==> src/rtl/div_tick_controller.sv <==
// Programmable divide-by-D tick sequencer with start/stop, finite bursts and a one-deep divisor update.
// Define DIV_SQUARE_OUT_EN to add the sq_out square-wave output.
module div_tick_controller #(
  parameter int unsigned CNT_W       = 8,
  parameter int unsigned DEFAULT_DIV = 4
) (
  input  logic             clk,
  input  logic             reset_n,
  input  logic             start,
  input  logic             stop,
  input  logic [CNT_W-1:0] run_len,
  input  logic             cfg_valid,
  input  logic [CNT_W-1:0] cfg_div,
  output logic             cfg_ready,
  output logic             tick,
  output logic [CNT_W-1:0] phase,
  output logic             busy,
  output logic             done
`ifdef DIV_SQUARE_OUT_EN
  ,
  output logic             sq_out
`endif
);

  localparam logic [CNT_W-1:0] DivRst = CNT_W'(DEFAULT_DIV);
  localparam logic [CNT_W-1:0] One    = CNT_W'(1);

  typedef enum logic [1:0] {StIdle, StRun, StDone} state_e;

  state_e           state_q, state_d;
  logic [CNT_W-1:0] div_q, div_d;
  logic [CNT_W-1:0] pend_div_q, pend_div_d;
  logic             pend_vld_q, pend_vld_d;
  logic [CNT_W-1:0] len_q, len_d;
  logic [CNT_W-1:0] tick_cnt_q, tick_cnt_d;
  logic [CNT_W-1:0] phase_q, phase_d;

  logic [CNT_W-1:0] d_eff;
  logic [CNT_W-1:0] d_m1;
  logic             wrap;
  logic [CNT_W-1:0] tick_cnt_nxt;

  // A stored divisor of 0 behaves as divide-by-1.
  assign d_eff = (div_q == '0) ? One : div_q;
  assign d_m1  = d_eff - One;
  assign wrap  = (phase_q == d_m1);

  assign tick      = (state_q == StRun) && (phase_q == '0);
  assign busy      = (state_q != StIdle);
  assign done      = (state_q == StDone);
  assign phase     = phase_q;
  assign cfg_ready = !pend_vld_q;

  // Count including the tick of this cycle, so D=1 bursts end after exactly L cycles.
  always_comb begin
    tick_cnt_nxt = tick_cnt_q;
    if (tick && (tick_cnt_q != '1)) begin
      tick_cnt_nxt = tick_cnt_q + One;
    end
  end

  always_comb begin
    state_d    = state_q;
    phase_d    = '0;
    tick_cnt_d = tick_cnt_q;
    len_d      = len_q;
    unique case (state_q)
      StIdle: begin
        if (start && !stop) begin
          state_d    = StRun;
          tick_cnt_d = '0;
          len_d      = run_len;
        end
      end
      StRun: begin
        tick_cnt_d = tick_cnt_nxt;
        if (stop) begin
          state_d = StIdle;
        end else if (wrap && (len_q != '0) && (tick_cnt_nxt == len_q)) begin
          state_d = StDone;
        end else begin
          phase_d = wrap ? '0 : phase_q + One;
        end
      end
      StDone: begin
        state_d = StIdle;
      end
      default: begin
        state_d = StIdle;
      end
    endcase
  end

  // Pending divisor lands at a period boundary while running so no period is cut short.
  always_comb begin
    div_d      = div_q;
    pend_div_d = pend_div_q;
    pend_vld_d = pend_vld_q;
    if (cfg_valid && cfg_ready) begin
      pend_div_d = cfg_div;
      pend_vld_d = 1'b1;
    end else if (pend_vld_q && ((state_q != StRun) || wrap)) begin
      div_d      = pend_div_q;
      pend_vld_d = 1'b0;
    end
  end

  always_ff @(posedge clk or negedge reset_n) begin
    if (!reset_n) begin
      state_q    <= StIdle;
      div_q      <= DivRst;
      pend_div_q <= '0;
      pend_vld_q <= 1'b0;
      len_q      <= '0;
      tick_cnt_q <= '0;
      phase_q    <= '0;
    end else begin
      state_q    <= state_d;
      div_q      <= div_d;
      pend_div_q <= pend_div_d;
      pend_vld_q <= pend_vld_d;
      len_q      <= len_d;
      tick_cnt_q <= tick_cnt_d;
      phase_q    <= phase_d;
    end
  end

`ifdef DIV_SQUARE_OUT_EN
  logic [CNT_W:0] half;

  // High for the first ceil(D/2) phases of each period.
  assign half   = ({1'b0, d_eff} + (CNT_W + 1)'(1)) >> 1;
  assign sq_out = (state_q == StRun) && ({1'b0, phase_q} < half);
`endif

endmodule
==> config.mk <==
export PLATFORM = sky130hd
export DESIGN_NAME = div_tick_controller
export DESIGN_NICKNAME = d
export VERILOG_FILES = /design/src/rtl/div_tick_controller.sv
export SDC_FILE = /design/constraint.sdc
export NUM_CORES = 1
export LEC_CHECK = 0
export BUFFER_PORTS_ARGS = -buffer_cell sky130_fd_sc_hd__buf_2
export CAP_MARGIN = 40
export CORE_MARGIN = 2
export CORE_UTILIZATION = 35
export CTS_CLUSTER_SIZE = 12
export DETAILED_ROUTE_END_ITERATION = 8
export PLACE_DENSITY = 0.55
export SLEW_MARGIN = 40
export SYNTH_ARGS = -nofsm -noshare
export SYNTH_HDL_FRONTEND = slang
export SYNTH_SLANG_ARGS = --single-unit
==> constraint.sdc <==
create_clock -name clk -period 5.76 [get_ports clk]
set_input_delay 0.576 -clock clk [delete_from_list [all_inputs] [get_ports clk]]
set_output_delay 0.576 -clock clk [all_outputs]
set_load 0.05 [all_outputs]
; Word level (Yosys, flattened, before mapping)
; Index checks and enable logic that the tools add are counted.
[op_classes]
reduce_logical = 21
n_div = 0
eq_ne = 8
bitwise = 1
n_mux = 14
multipliers = 0
add_sub_neg = 3
n_shift = 0
order_cmp = 0
[ops]
columns = cell, count
row1 = 8-bit two-way mux, 7
row2 = "8-bit by 1-bit adder with 8-bit output, second input constant", 2
row3 = 8-bit equality test, 2
row4 = 8-bit logical NOT, 2
row5 = 8-bit case mux with 2 select lines, 1
row6 = "8-bit != test, second input constant", 1
row7 = 2-bit AND reduction, 4
row8 = 8-bit nonzero test, 1
row9 = "8-bit by 1-bit subtractor with 8-bit output, second input constant", 1
row10 = 1-bit logical AND, 7
row11 = 2-bit two-way mux, 3
row12 = 2-bit nonzero test, 3
row13 = 2-bit case mux with 2 select lines, 1
row14 = "3-bit by 2-bit != test with 1-bit output, second input constant", 1
row15 = "2-bit by 1-bit equality test with 1-bit output, second input constant", 1
row16 = "2-bit equality test, second input constant", 1
row17 = 1-bit logical NOT, 2
row18 = 2-bit logical NOT, 1
row19 = 1-bit two-way mux, 2
row20 = "2-bit by 1-bit != test with 1-bit output, second input constant", 1
row21 = "2-bit != test, second input constant", 1
row22 = 1-bit logical OR, 1
row23 = 1-bit NOT, 1
[totals]
wordCells = 54
memories = 0
latch_bits = 0
mem_bits_ro = 0
mem_bits_rw = 0
regBits = 43
in_bits = 21
output_inout_bits = 12

; Longest topological paths before layout
; Gate-level depths: netlist (run 1).
[logic_depth]
ltp_word = 9
ltp_mapped = 10
ltp_nobuf = 10

; Least setup slack after synthesis (run 1)
; OpenSTA, ideal clock, no wires.
[synth_path]
path_type = register -> output
from = reg phase_q[0] (netlist: phase[0])
to = out tick
arrival_time_ns = 2.405
required_time_ns = 5.184
slack_ns = 2.779
n_path_buf = 0
path_stages_with_launch = 5
cell_sequence = dfrtp_1 inv_1 ha_1 or4b_4 nor3_1
[synth_via]
elab_chain_len = 2
[synth_lines]
columns = item, line_no
row1 = from (decl), 36  ; logic [CNT_W-1:0] phase_q, phase_d;
row2 = from (signal assigned), 124  ; phase_q <= phase_d;
row3 = 8-bit logical NOT, 48  ; assign tick = (state_q == StRun) && (phase_q == '0);
row4 = 1-bit logical AND, 48
row5 = to (decl), 15  ; output logic tick,
; No other way between the ends.

; Worst setup path in the final report (run 1)
[layout_path]
from = reg div_q[3]
to = reg div_q[4]
[layout_via]
elab_chain_len = 7
[layout_lines]
columns = item, line_no
row1 = from (decl), 31  ; logic [CNT_W-1:0] div_q, div_d;
row2 = from (signal assigned), 111  ; div_q <= DivRst;
row3 = from (signal assigned), 119  ; div_q <= div_d;
row4 = 8-bit logical NOT, 44  ; assign d_eff = (div_q == '0) ? One : div_q;
row5 = 8-bit two-way mux *, 44
row6 = 8-bit by 1-bit subtractor with 8-bit output *, 45  ; assign d_m1 = d_eff - One;
row7 = 8-bit equality test *, 46  ; assign wrap = (phase_q == d_m1);
row8 = 1-bit logical OR *, 102  ; end else if (pend_vld_q && ((state_q != StRun) || wrap)) begin
row9 = 1-bit logical AND *, 102
row10 = 2-bit AND reduction (no line) *, n/a
; Every way passes the cells marked *; elsewhere a longest branch is shown, timed or not.
; A chain may end at the register's enable or synchronous reset.

==> results of run 1 <==
[registers in the layout, summed over array words and instances, names as in the netlist]
register	cells
pend_div_q	8
len_q	8
state_q	2
pend_vld_q	1
phase	8
div_q	8
tick_cnt_q	8
[final timing paths]
check                                    from            end  slack (ps)  depth (start not counted)
worst max-delay path                 div_q[3]       div_q[4]        2580                         10
worst min-delay path                  reset_n  pend_div_q[3]         250                          1
worst max register to register       div_q[3]       div_q[4]        2580                         10
worst min register to register  pend_div_q[0]  pend_div_q[0]         520                          1
max in group asynchronous             reset_n       len_q[7]        5140                          1
min in group clk                   run_len[4]       len_q[4]         450                          3
[cell usage after synthesis (3+ instances only)]
cell | number | area [um2]
dfrtp_1 | 42 | 1050
nand2_1 | 37 | 139
mux2_2 | 16 | 180
nor2_1 | 16 | 60.1
nand3_1 | 12 | 60.1
o21ai_0 | 12 | 60.1
xnor2_1 | 10 | 87.6
inv_1 | 9 | 33.8
xor2_1 | 9 | 78.8
nor3_1 | 8 | 40.0
and3_1 | 7 | 43.8
clkbuf_1 | 6 | 22.5
o211ai_1 | 5 | 37.5
a21oi_1 | 4 | 20.0
a31oi_1 | 4 | 25.0
ha_1 | 4 | 50.1
nand2b_1 | 4 | 25.0
nor2b_1 | 4 | 25.0
nor4_1 | 4 | 25.0
o21a_1 | 4 | 30.0
a211oi_1 | 3 | 22.5
buf_4 | 3 | 22.5
o31ai_1 | 3 | 22.5
or3_1 | 3 | 18.8
[cell families after synthesis]
kind of cell | count (synthesis) | synth area share [%]
compound gates | 54 | 14.8
xor+xnor | 19 | 6.54
fa+ha+maj | 4 | 1.97
buf+inv | 21 | 4.28
flops | 43 | 42.3
mux | 16 | 7.08
simple gates | 113 | 23.0
[layout make-up]
class | instances | area, um2 | share of cell area, %
clock buffer | 5 | 68.8 | 2.39
clock inverter | 3 | 46.3 | 1.61
inverter | 9 | 33.8 | 1.17
multi-input combinational | 206 | 1360 | 47.2
sequential | 43 | 1080 | 37.4
tap | 99 | 124 | 4.30
timing repair buffer | 33 | 170 | 5.91
[placed cells by master (no fill, tap or decap), types with 2 or more instances in the layout]
master and instances:
dfrtp_1 42, nand2_1 37, buf_2 31, nor2_1 16, mux2_2 16, o21ai_0 12
nand3_1 12, xnor2_1 10, inv_1 9, xor2_1 9, nor3_1 8, and3_1 7
o211ai_1 5, clkbuf_8 5, a31oi_1 4, nand2b_1 4, a21oi_1 4, nor2b_1 4
nor4_1 4, o21a_1 4, ha_1 4, or3_1 3, o31ai_1 3, a211oi_1 3
or3_2 2, a21boi_0 2, o21bai_1 2, and4_1 2, nand4_1 2, o21ai_1 2
and2_1 2, buf_4 2
[critical path, cell delays in order, from the launching register on]
cell,delay (ps)
dfrtp_1,450
nor3_1,500
a31oi_1,200
ha_1,260
nor2b_1,160
or3_2,450
a31oi_1,180
o2111a_1,230
and2_1,170
o21ai_2,150
mux2_2,310
[report_power, final]
group          switching, mW  internal [mW]
Combinational          0.166          0.154
Sequential            0.0880          0.371
Clock                  0.113          0.131
Total                  0.366          0.655
[metal layers]
layer	GRT usage [%]	vias up	routed length (um)	part of all wire [%]
met1	23.0	955	2900	52
met3	2.86	11	248	4.4
met4	5.56	0	107	1.9
li1	-	1026	-	-
met5	0	-	0	0
met2	21.8	55	2330	42
[metrics by stage]
stage	instance area (um2)	setup WS [ps]	utilization, %	power, mW
2_1_floorplan	2540	2780	-	0.702
3_3_place_gp	2760	2720	38.7	0.779
3_5_place_dp	2760	2640	38.7	0.784
4_1_cts	2880	2600	40.3	1.03
5_1_grt	2880	2370	40.3	1.10
6_report	2880	2580	40.3	1.02
==> impl_metrics.toml, run 1 <==
[outcome]
status = "finished, final reports clean"

[cells_and_area]
layoutNonFillerInstCount = 398
area_delta_synth_final_pct = 13.1
drive_gt1_share_pct = 23.1
nets = 323
fillCellCount = 756
n_antenna_cell = 0

[place]
place_inst = 390
portBuffers = 32
place.gp.congestion = 0.895
dpl.hpwl_um = 4080

[clock_tree]
htree_num_levels = 2
root_buffer = "clkbuf_8"
hold_buffers = 0
cts_resized = 0
cts.sinks = 43
cts_buffers = 5
clk_pin_slew_worst_paths_ps = 90
post_cts_buffers = 0
clk_latency_ps = 300
tritoncts = "done"
ctsLongestPathBuffers = 2

[drt]
viasPerCell = 5.14
drtPass1Iterations = 4
wl_um = 5590
route.detailed.drc = 0
vias = 2047
ant_nets = 0
wire_per_inst_um = 14.1
drt_iter0_markers = 147

[synth]
yosys_warnings = 0
ys_types = 57
yosys_register_bits = 43
synth_area_um2 = 2540
synth_area_per_cell_um2 = 9.43
ys_seq_area_share_pct = 42.3
synth_edf_count = 0
synthArstFlopShare_pct = 100
synthFlopType = "dfrtp_1"
synth_nets = 295
synthCells = 270

[floorplanning]
pin_count = 33
fp.dieH_um = 89.3
core_um2 = 7140
start_util_pct = 35.7
rows = 31
die_w_um = 89.3
die_area_um2 = 7970

[run]
drv_cap = 0

[timing]
finalClockSkew_ps = 10.5
period_share_pct = 55.2
slew_violations = 0
holdWs_ps = 248
rsz0062_at_grt = "false"
fin_crit_ps = 3180
hold_violations = 0
setup-tns-final_ps = 0
maxSlewHeadroom_pct = 47.9
worst_pin_slew_ps = 779
setup_viol = 0
fmax_mhz = 314

[critical_path]
required_ps = 5950
cp.arrival_ps = 3370
crit_type = "flip-flop to flip-flop"
crit_path_max_fanout = 8
cp-start-kind = "flip-flop"
critPathCaptureType = "flip-flop"

[pwr]
p_leak_nw = 1.27
p_per_area_nw_per_um2 = 355
irDropWorstVdd_mv = 0.147

[grt]
grt_max_degree = 44
gr-total-overflow = 0
grt_antenna_before_repair = 0
grtUsageTotal_pct = 15.3
grt_pass1_wl_um = 9480
grt_pass1_vias = 1907

[hold_path]
hp-class = "input port to asynchronous set/reset pin"
(Power assumes the default switching activity.)
==> run 2, diff against run 1 <==
--- a/config.mk
+++ b/config.mk
@@ -11,7 +11,7 @@
 export CORE_UTILIZATION = 35
 export CTS_CLUSTER_SIZE = 12
 export DETAILED_ROUTE_END_ITERATION = 8
-export PLACE_DENSITY = 0.55
+export PLACE_DENSITY = 0.57
 export SLEW_MARGIN = 40
 export SYNTH_ARGS = -nofsm -noshare
 export SYNTH_HDL_FRONTEND = slang
==> constraint.sdc (replaced) <==
create_clock -name clk -period 2.9 [get_ports clk]
set_input_delay 0.29 -clock clk [delete_from_list [all_inputs] [get_ports clk]]
set_output_delay 0.29 -clock clk [all_outputs]
set_load 0.05 [all_outputs]
==> run 2 against run 1 <==
  * Clock power increased by 100%
  * Global-route usage increased by 0.24 points
  * Sequential share of layout area decreased by 1.6 points
  * Register-to-register slack got worse by 2400 ps
  * Critical path depth decreased by 1
  * Power increased by 110%
  * Sequential power increased by 99%
  * Worst setup slack got worse by 2400 ps
  * Via count increased by 4.3%
  * Worst hold slack got worse by 73 ps
  * Cell count increased by 3.0%
  * Largest cell class unchanged
==> impl_metrics.toml, run 2 (same netlist as run 1, synthesis figures left out) <==
[pwr]
p_int_mw = 1.34
clkPwrFrac_pct = 23.5
p_leak_nw = 1.34
swShare_pct = 36.4
p_sw_mw = 0.769
irDropWorstVdd_mv = 0.334
power_mw = 2.11
p_seq_share_pct = 43.3
p_per_area_nw_per_um2 = 702
combPwrFrac_pct = 33.3

[drt]
viasPerCell = 5.20
route.detailed.drc = 0
vias = 2134
drt_iter0_markers = 142
wire_per_inst_um = 14.4
wl_um = 5910
drtPass1Iterations = 4
ant_nets = 0

[hold_path]
hp-class = "input port to flip-flop"

[clock_tree]
htree_num_levels = 2
cts.sinks = 43
clk_latency_ps = 300
cts_buffers = 5
ctsLongestPathBuffers = 2
tritoncts = "done"
root_buffer = "clkbuf_8"
clk_pin_slew_worst_paths_ps = 90
post_cts_buffers = 0

[outcome]
status = "finished, final reports clean"

[place]
portBuffers = 32
place_area_um2 = 2850
dpl.hpwl_um = 4240
place.gp.congestion = 0.864
dpl_worst_slack_ps = 79.2
place_inst = 401

[critical_path]
r2r_slack_ps = 160
crit_type = "flip-flop to flip-flop"
critPathCaptureType = "flip-flop"
cp.arrival_ps = 2990
cp-start-kind = "flip-flop"
crit_path_max_fanout = 10
required_ps = 3150

[cells_and_area]
layoutNonFillerInstCount = 410
final_cell_mix = "dfrtp_1, nand2_1, buf_2"
final_common_cell = "dfrtp_1"
fillCellCount = 763
area_delta_synth_final_pct = 18.1
fin_area_um2 = 3010
fin_util_pct = 42.1
n_antenna_cell = 0
nets = 335
drive_gt1_share_pct = 27.3

[floorplanning]
die_w_um = 89.3
rows = 31
die_area_um2 = 7970
fp.dieH_um = 89.3
core_um2 = 7140
start_util_pct = 35.7
pin_count = 33

[timing]
fin_crit_ps = 2740
finalClockSkew_ps = 8.08
fmax_mhz = 364
setup-tns-final_ps = 0
hold_violations = 0
maxSlewHeadroom_pct = 63.7
fin_ws_ps = 155
worst_pin_slew_ps = 544
slew_violations = 0
holdWs_ps = 175
setup_viol = 0
period_share_pct = 94.6

[grt]
grt_max_degree = 44
grt_pass1_wl_um = 9580
grt_antenna_before_repair = 0
grtUsageTotal_pct = 15.5
gr-total-overflow = 0
grt_pass1_vias = 1989

[run]
drv_cap = 0
==> run 2: cell count changes in the layout (fill, tap and decap cells not counted), sizes merged <==
cell	previous run	this run
buf	33	44
clkinv	0	1
dlygate4sd3	0	1
clkinvlp	1	0
==> run 2: per-layer routing <==
metal,track usage [%],vias to the layer above,wire [um]
li1,-,1048,-
met3,2.68,7,191
met1,22.8,1034,2970
met4,4.88,0,71
met5,0,-,0
met2,23.4,45,2680
==> run 2: worst paths after layout <==
check | end | cells after the start | start
min | len_q[6] | 3 | run_len[6]
max | state_q[1] | 9 | phase[0]
max reg2reg | state_q[1] | 9 | phase[0]
min reg2reg | pend_div_q[0] | 1 | pend_div_q[0]
min in group asynchronous | pend_div_q[3] | 2 | reset_n
max in group asynchronous | tick_cnt_q[0] | 2 | reset_n
==> run 2: power by group through the flow <==
stage	clock (mW)	combinational, mW	sequential, mW
6_report	0.495	0.702	0.913
5_1_grt	0.528	0.777	0.935
4_1_cts	0.513	0.685	0.898
3_5_place_dp	0	0.679	0.910
3_3_place_gp	0	0.669	0.904
2_1_floorplan	0	0.537	0.857
==> run 2: timing repair <==
item,4_1_cts,5_1_grt
hold endpoints to repair,35,0
gates resized for setup,0,7
hold buffers,1,0
endpoints found under the setup margin,0,10
==> run 2: critical path, cell delays in order, from the launching register on <==
cell	delay [ps]
dfrtp_1	380
inv_1	90
ha_1	160
or4b_4	490
or3_4	420
o311ai_2	270
o2111ai_1	150
o21bai_1	200
nor4_2	350
and2_1	170
==> run 2: final cells by class <==
| class | instances | area (um2) | share of cell area [%] |
|---|---|---|---|
| flip-flops and latches | 43 | 1080 | 35.8 |
| clock buffers | 5 | 68.8 | 2.29 |
| clock inverters | 3 | 47.5 | 1.58 |
| multi-input cells | 206 | 1390 | 46.3 |
| repair buffers | 45 | 263 | 8.74 |
| inverters | 9 | 33.8 | 1.12 |
| well taps | 99 | 124 | 4.12 |
==> run 3, diff against run 2 <==
--- a/config.mk
+++ b/config.mk
@@ -12,6 +12,7 @@
 export CTS_CLUSTER_SIZE = 12
 export DETAILED_ROUTE_END_ITERATION = 8
 export PLACE_DENSITY = 0.57
+export RECOVER_POWER = 100
 export SLEW_MARGIN = 40
 export SYNTH_ARGS = -nofsm -noshare
 export SYNTH_HDL_FRONTEND = slang
==> run 3 against run 2 <==
  * Cell area decreased by 0.79%
  * Clock skew about the same
  * Worst setup slack improved by 4.5 ps
  * Clock power about the same
  * Maximum frequency increased by 0.16%
  * Via count increased by 0.94%
  * Largest power group unchanged
  * Sequential cell count unchanged
  * Non-clock buffer count unchanged
  * Combinational power decreased by 0.7%
  * Sequential share of layout area increased by 0.29 points
  * Clock-buffer cell count unchanged
  * Critical endpoint is now div_q[4]
==> impl_metrics.toml, run 3 (same netlist as run 1, synthesis figures left out) <==
[critical_path]
crit_path_max_fanout = 8
critPathCaptureType = "flip-flop"
required_ps = 3090
cp.arrival_ps = 2930
crit_type = "flip-flop to flip-flop"
cp-start-kind = "flip-flop"

[drt]
vias = 2154
route.detailed.drc = 0
wire_per_inst_um = 14.5
ant_nets = 0
drt_iter0_markers = 146
drtPass1Iterations = 4
wl_um = 5930
viasPerCell = 5.25

[timing]
finalClockSkew_ps = 7.90
fmax_mhz = 365
hold_violations = 0
period_share_pct = 94.5
worst_pin_slew_ps = 1070
setup_viol = 0
fin_crit_ps = 2740
slew_violations = 0
maxSlewHeadroom_pct = 28.7

[grt]
grt_antenna_before_repair = 0
grt_pass1_wl_um = 9580
grt_max_degree = 44
gr-total-overflow = 0
grt_pass1_vias = 1989
grtUsageTotal_pct = 15.5

[place]
place_inst = 401
dpl.hpwl_um = 4240
place.gp.congestion = 0.864
portBuffers = 32

[cells_and_area]
nets = 335
fin_util_pct = 41.8
layoutNonFillerInstCount = 410
final_cell_mix = "dfrtp_1, nand2_1, buf_2"
multi_input_area_um2 = 1390
fillCellCount = 761
drive_gt1_share_pct = 22.8
seqCellArea_um2 = 1080
n_antenna_cell = 0
final_common_cell = "dfrtp_1"
area_delta_synth_final_pct = 17.2

[clock_tree]
ctsLongestPathBuffers = 2
clk_pin_slew_worst_paths_ps = 90
root_buffer = "clkbuf_8"
cts.sinks = 43
cts_buffers = 5
htree_num_levels = 2
post_cts_buffers = 0
clk_latency_ps = 300
tritoncts = "done"

[floorplanning]
core_um2 = 7140
die_area_um2 = 7970
die_w_um = 89.3
pin_count = 33
rows = 31
start_util_pct = 35.7
fp.dieH_um = 89.3

[pwr]
power_mw = 2.11
p_per_area_nw_per_um2 = 706
p_leak_nw = 1.28
irDropWorstVdd_mv = 0.334

[hold_path]
hp-class = "input port to flip-flop"

[outcome]
status = "finished, final reports clean"

[run]
drv_cap = 0
-- run 3: cell count changes in the layout (fill, tap and decap cells not counted), sizes merged --
cell    delta
clkbuf    +14
buf       -14
-- run 3: metal layers --
metal  part of all wire, %  vias to the layer above  routed length [um]  track usage, %
li1                      -                     1046                   -               -
met1                    50                     1048                2950            22.8
met2                    45                       53                2660            23.4
met3                   4.1                        7                 244            2.68
met4                   1.2                        0                  70            4.88
met5                     0                        -                   0               0
-- run 3: critical path, stage by stage, from the launching register on --
cell      delay [ps]
dfrtp_1          430
nor3_2           190
a31oi_1          130
ha_1             230
nor2b_1          140
or3_2            440
a31oi_1          200
o2111a_1         230
and2_1           210
o21ai_4          120
mux2_2           300
-- run 3: where the power goes --
group | leakage (nW) | switching, mW | internal (mW)
logic | 0.679 | 0.357 | 0.340
clock network | 0.0587 | 0.234 | 0.261
registers | 0.544 | 0.178 | 0.736
-- run 3: final timing paths --
path / from / cells past startpoint / slack, ps / to
min in group asynchronous: reset_n / 2 / 710 / pend_div_q[3]
hold / removal: run_len[6] / 3 / 180 / len_q[6]
max in group asynchronous: reset_n / 2 / 1540 / tick_cnt_q[0]
setup / recovery: div_q[4] / 10 / 160 / div_q[4]
hold reg to reg: pend_div_q[7] / 1 / 510 / pend_div_q[7]
setup reg to reg: div_q[4] / 10 / 160 / div_q[4]
-- run 3: stage by stage --
stage	hold WS [ps]	TNS, ps	setup WS [ps]	cell area, um2
after floorplan	-5.59	0	87.2	2540
after global placement	480	0	107	2840
after detailed placement	323	0	79.2	2850
after CTS	169	0	47.0	2970
after global routing	176	-71.1	-15.4	2980
final	176	0	160	2980
-- run 3: what timing repair did --
item	CTS	global route
setup endpoints to repair	0	10
resized for setup	0	7
hold endpoints to repair	35	0
hold buffers	1	0
-- run 3: cell type report --
cell class	instances	area share, %
clock inverter	3	1.59
clock buffer	5	2.31
inverter	9	1.13
timing repair buffer	45	8.10
multi-input combinational	206	46.6
sequential	43	36.1
tap	99	4.15
